`config.mk`:
```
export PLATFORM = sky130hd
export DESIGN_NAME = pattern_ram_arbiter
export DESIGN_NICKNAME = d
export VERILOG_FILES = /design/src/rtl/pattern_pkg.sv /design/src/rtl/pattern_ram_arbiter.sv
export SDC_FILE = /design/constraint.sdc
export NUM_CORES = 1
export LEC_CHECK = 0
export ABC_AREA = 1
export CAP_MARGIN = 30
export CORE_MARGIN = 1
export CORE_UTILIZATION = 43
export DETAILED_ROUTE_END_ITERATION = 6
export GPL_ROUTABILITY_DRIVEN = 0
export HOLD_SLACK_MARGIN = 0.05
export PLACE_DENSITY = 0.84
export SLEW_MARGIN = 20
export SYNTH_ARGS = -nofsm -noshare
export SYNTH_HDL_FRONTEND = slang
export SYNTH_SLANG_ARGS = --single-unit
```
`constraint.sdc`:
```
create_clock -name clk -period 2.1 [get_ports clk]
set_input_delay 0.21 -clock clk [delete_from_list [all_inputs] [get_ports clk]]
set_output_delay 0.21 -clock clk [all_outputs]
set_load 0.05 [all_outputs]
```
`src/rtl/pattern_pkg.sv`:
```
// Shared types for the pattern RAM arbiter: FSM state encoding and default RAM geometry.
package pattern_pkg;

    typedef enum logic [1:0] {
        IDLE = 2'd0,
        HWR  = 2'd1,
        HRD  = 2'd2,
        PAT  = 2'd3
    } ram_arb_state_t;

    localparam int RAM_ADDR_BITS_DEF = 8;

endpackage

```
`src/rtl/pattern_ram_arbiter.sv`:
```
// Single-port pattern RAM arbiter: pattern_gen owns the RAM while active, the host gets it otherwise.
// Latency: write ack 1 cycle after req, read ack RAM_RD_LATENCY+1 cycles after req.
// Backpressure: host_req is stalled during PAT; an in-flight read is aborted and re-issued afterwards.
module pattern_ram_arbiter
    import pattern_pkg::*;
#(
    parameter int RAM_ADDR_BITS  = RAM_ADDR_BITS_DEF,
    parameter int RAM_RD_LATENCY = 1,
    parameter int STALL_CNT_BITS = 16
) (
    input  logic                      clk,
    input  logic                      rst,
    input  logic                      host_req,
    input  logic                      host_we,
    input  logic [RAM_ADDR_BITS-1:0]  host_addr,
    input  logic [7:0]                host_wdata,
    output logic                      host_ack,
    output logic [7:0]                host_rdata,
    input  logic                      pat_active,
    input  logic [RAM_ADDR_BITS-1:0]  pat_addr,
    output logic [7:0]                pat_rdata,
    output logic [RAM_ADDR_BITS-1:0]  ram_addr,
    output logic                      ram_we,
    output logic [7:0]                ram_wdata,
    input  logic [7:0]                ram_rdata,
    output logic                      pat_owner,
    output logic [STALL_CNT_BITS-1:0] host_stall_cnt,
    input  logic                      host_stall_clr
);

    ram_arb_state_t state, state_nxt;
    logic [1:0]     lat_cnt;
    logic           rd_done;
    logic           rd_ack_q;
    logic           ack_q;
    logic           host_go;

    // A request is only taken when no ack is showing now or was shown last cycle,
    // so a host still holding req while it observes its ack is not served twice.
    assign host_go   = host_req & ~host_ack & ~ack_q;
    assign host_ack  = (state == HWR) | rd_ack_q;
    assign pat_owner = (state == PAT);
    assign pat_rdata = ram_rdata;

    always_ff @(posedge clk or posedge rst) begin
        if (rst) begin
            state      <= IDLE;
            lat_cnt    <= 2'd0;
            rd_ack_q   <= 1'b0;
            ack_q      <= 1'b0;
            host_rdata <= 8'h00;
        end else begin
            state    <= state_nxt;
            ack_q    <= host_ack;
            rd_ack_q <= rd_done;
            if (rd_done)
                host_rdata <= ram_rdata;
            // The IDLE cycle already presents the read address, so one cycle of latency is spent there.
            if (state == IDLE && state_nxt == HRD)
                lat_cnt <= 2'(RAM_RD_LATENCY - 1);
            else if (state == HRD && lat_cnt != 2'd0)
                lat_cnt <= lat_cnt - 2'd1;
        end
    end

    always_ff @(posedge clk or posedge rst) begin
        if (rst)
            host_stall_cnt <= '0;
        else if (host_stall_clr)
            host_stall_cnt <= '0;
        else if (host_req && !host_ack && host_stall_cnt != '1)
            host_stall_cnt <= host_stall_cnt + 1'b1;
    end

    always_comb begin
        state_nxt = state;
        rd_done   = 1'b0;
        ram_addr  = '0;
        ram_we    = 1'b0;
        ram_wdata = 8'h00;
        case (state)
            IDLE: begin
                if (pat_active) begin
                    state_nxt = PAT;
                end else if (host_go) begin
                    state_nxt = host_we ? HWR : HRD;
                    ram_addr  = host_addr;
                end
            end
            HWR: begin
                ram_addr  = host_addr;
                ram_we    = 1'b1;
                ram_wdata = host_wdata;
                state_nxt = pat_active ? PAT : IDLE;
            end
            HRD: begin
                ram_addr = host_addr;
                if (pat_active) begin
                    state_nxt = PAT;
                end else if (lat_cnt == 2'd0) begin
                    rd_done   = 1'b1;
                    state_nxt = IDLE;
                end
            end
            PAT: begin
                ram_addr = pat_addr;
                if (!pat_active)
                    state_nxt = IDLE;
            end
            default: state_nxt = IDLE;
        endcase
    end

endmodule

```
==> results.txt <==
The power density of the placed cells came out at 1320 nW/um^2. The floorplan has 24 rows. The fraction of post-synthesis cell area in the top cell type by area came out at 36.7%. The number of port buffers came out at 88. The maximum vdd drop came out at 1.09 mV.

The average cell area after synthesis is 6.69 sq um. Counting every sink on the clock net gives 30. The area share of fa/ha/maj cells after synthesis is 3.67%. The width of the chip is 71.0 um. The total grt overflow is 0. The total of max-cap violations came out at 0. The number of synthesized flops with an enable pin came out at 0. The detail-routed via count per cell came out at 5.02. The clock network burns 11.4% of the power.

The final reports fail on design-rule violations. The power share of the combinational group came out at 69.9%. The worst-path maximum fanout came out at 8.

Data on the critical path is required at its endpoint by 1890 ps. The count of mapped cells out of synthesis is 306. The clock tree from TritonCTS is built. By instance count, the leading cell after synthesis is nand2_1. The worst setup path is captured at an output pin. The startpoint of the lowest-slack register-to-register path is host_stall_cnt[0]. Entering global routing, the biggest net connects 31 pins. Summing the areas of all compound-gate instances in the mapped netlist gives 8.07% of the synthesized area. The final layout contains 441 nets. Of all flip-flops after synthesis, the portion carrying an async set or reset was 100%. The share of post-route cells with drive strength above 1 is 15.1%. The most critical setup path has its startpoint at state[1]. The internal power of the cells totals 0.00214 W. The largest family of logic cells by synthesized area is simple AND/OR/NAND/NOR gates. The multiplexer area fraction after synthesis came out at 0%. The iteration count of the initial detailed-routing pass came out at 7. The endpoint identified for the worst register-to-register timing path is host_stall_cnt[12].

The floorplan step set the die height to 71.0 um. The number of buffers inserted during clock tree synthesis is 5. By count the netlist is led by nand2_1 (117), inv_1 (44), dfrtp_1 (30), nor2_1 (30), o21ai_0 (25).

The post-route total power came out at 0.00431 W. The number of diodes added for antenna fixing is 0. Setup violations remaining at the end of the flow were counted as 0.

When the netlist entered floorplanning its net count stood at 350. Counting tap cells, the placed design contains a total of 438 instances. The longest clock path from root to sink contains 2 buffers. After clock tree synthesis, the clock-pin slew on the worst setup and hold paths is 70 ps. The count of pins on the block boundary is 89. The number of standard cells in the layout, taps in and fillers out is 450.

The floorplan step defined a core boundary enclosing 4470 sq um. The number of levels the H-tree was split into came out at 2. The cell at the root of the clock tree is clkbuf_8. The total of flip-flops plus latches after synthesis came out at 30. Data on the critical path arrives at its endpoint at 1810 ps.

The post-placement worst setup slack is 121 ps. Across every metal layer, demand over resource in global routing totals 24.7%. The share of the synthesized netlist area taken by xor and xnor gates is 2.57%. The total wire length after detailed routing is 5790 um. The count of cell types in the netlist is 24. After synthesis the cells add up to 2050 sq um. The most area-hungry cell type in the Yosys netlist is dfrtp_1. Dividing the detail-routed wire length by the instance count gives 12.9 um. The count of pins over their slew limit is 0. The count of nets left with antenna violations once routing finished came out at 0. The final hold violation count came out at 0.

The minimum clock period is 2020 ps. The Yosys step of the flow raised 0 warnings. The number of antenna violations at the first check in global routing came to 0. The initial core utilization is 45.7%.

The number of cell instances on the worst register-to-register path is 9. The first global-routing pass estimated 9810 um of wire. The normalized max-slew margin is 65.2%. The actual slew at the worst max-slew pin came out at 520 ps. The register-to-register setup slack is 390 ps. The register area share after synthesis came out at 36.7%.

For this block, the via count after detailed routing is 2261. In the routed design, unresolved DRC markers number 2. Yosys attributes the largest share of cell area to dfrtp_1 (37%), nand2_1 (21%), inv_1 (8.1%). For this run, the leading register cell type out of synthesis is dfrtp_1. The area enclosed by the die boundary came out at 5040 sq um. The min-delay analysis places its worst path in the category input pin to async pin. The switching power is 0.00217 W.

The achievable frequency is 494 MHz. The critical path is of the flip-flop to output pin type. Per report_power, the sequential group accounts for 18.7% of the total. The via count of the first global-routing pass came out at 2222. Across the routed clock network, the largest skew measured is 7.53 ps. Net switching is 50.4% of the power. The placed wire-length estimate after detailed placement came out at 4330 um. Summed over all cells, the static leakage comes to 1.54 nW. STA classifies the critical path startpoint as a flip-flop. The insertion delay to the later sink of the worst-skew pair is 290 ps. The final clock period utilization by the worst path came out at 96.3%. For this block, the initial DRC count from the detailed router was 159. The area growth from synthesis to layout is 59.6%. Summing the areas of all and, or, nand and nor instances in the mapped netlist gives 35.5% of the synthesized area. In the post-route analysis, the smallest setup slack over all paths is 77.3 ps. The run finished, with violations left.
## critical path, stage by stage, from the launching register on
cell	delay, ps
dfrtp_1	380
inv_1	100
ha_2	200
inv_2	70
nand3_4	90
nor2_4	210
nand2_8	140
o21ai_4	190
buf_12	150
## worst max path at each step
stage | endpoint | cells after the start
floorplan | ram_addr[0] | 8
global placement | ram_addr[0] | 6
detailed placement | ram_addr[0] | 8
CTS | ram_addr[0] | 8
global route | ram_addr[1] | 7
finish | ram_addr[1] | 8
## cell type report
cell class,count,area (sq um)
Clock buffer,6,82.6
Clock inverter,2,12.5
Fill cell,347,1210
Inverter,46,175
Multi-Input combinational cell,217,1150
Sequential cell,30,751
Tap cell,52,65.1
Timing Repair Buffer,97,1030
## layer usage
metal,GRT usage [%],share of wire (%),vias to the layer above
met2,43.5,52,82
met1,29.0,41,1053
met4,11.3,1.5,0
li1,-,-,1116
met3,4.99,5.0,10
met5,0,0,-
## logic make-up (layout without fill, tap and decap cells)
kind of cell | after synthesis | after routing
and+or+nand+nor | 175 | 175
buffers and inverters | 59 | 151
AOI/OAI and AO/OA | 30 | 30
DFF | 30 | 30
adders and majority gates | 6 | 6
xor gates and xnor gates | 6 | 6
## cells in the final DEF, fill, tap and decap left out, drive strengths merged, types with 2 or more instances in the layout
| master | n |
|---|---|
| clkdlybuf4s50 | 69 |
| ha | 6 |
| nor2 | 34 |
| inv | 45 |
| a21oi | 2 |
| o21ai | 26 |
| nand2 | 118 |
| clkbuf | 6 |
| buf | 28 |
| nand4 | 13 |
| clkinv | 2 |
| nand3 | 8 |
| dfrtp | 30 |
| xor2 | 6 |
## metrics by stage
stage | instance area [sq um] | setup TNS [ps] | hold WS, ps | utilization, %
final | 3260 | 0 | 301 | 73.0
after global routing | 3260 | -19.6 | 360 | 73.0
after CTS | 3210 | 0 | 315 | 71.7
after detailed placement | 3090 | 0 | 462 | 69.1
after global placement | 3090 | 0 | 455 | 69.1
after floorplan | 2150 | 0 | 301 | -
## what timing repair did
| action | in CTS | in global routing |
|---|---|---|
| pin swaps | 0 | 5 |
| setup endpoints to repair | 8 | 9 |
| buffers inserted | 0 | 4 |
| hold buffers | 0 | 0 |
| gates resized for setup | 4 | 5 |
| hold endpoints to repair | 0 | 0 |
## registers in the layout (all words and copies together), names as in the netlist
name,cells
ack_q,1
host_rdata,8
host_stall_cnt,16
lat_cnt,2
rd_ack_q,1
state,2
## power by group through the flow
stage	combinational [W]	sequential (W)	clock, W
floorplan	0.00157	0.00107	0
global placement	0.00285	0.000797	0
detailed placement	0.00290	0.000809	0
CTS	0.00293	0.000805	0.000496
global route	0.00320	0.000818	0.000534
finish	0.00301	0.000805	0.000491
(Power assumes the default switching activity.)
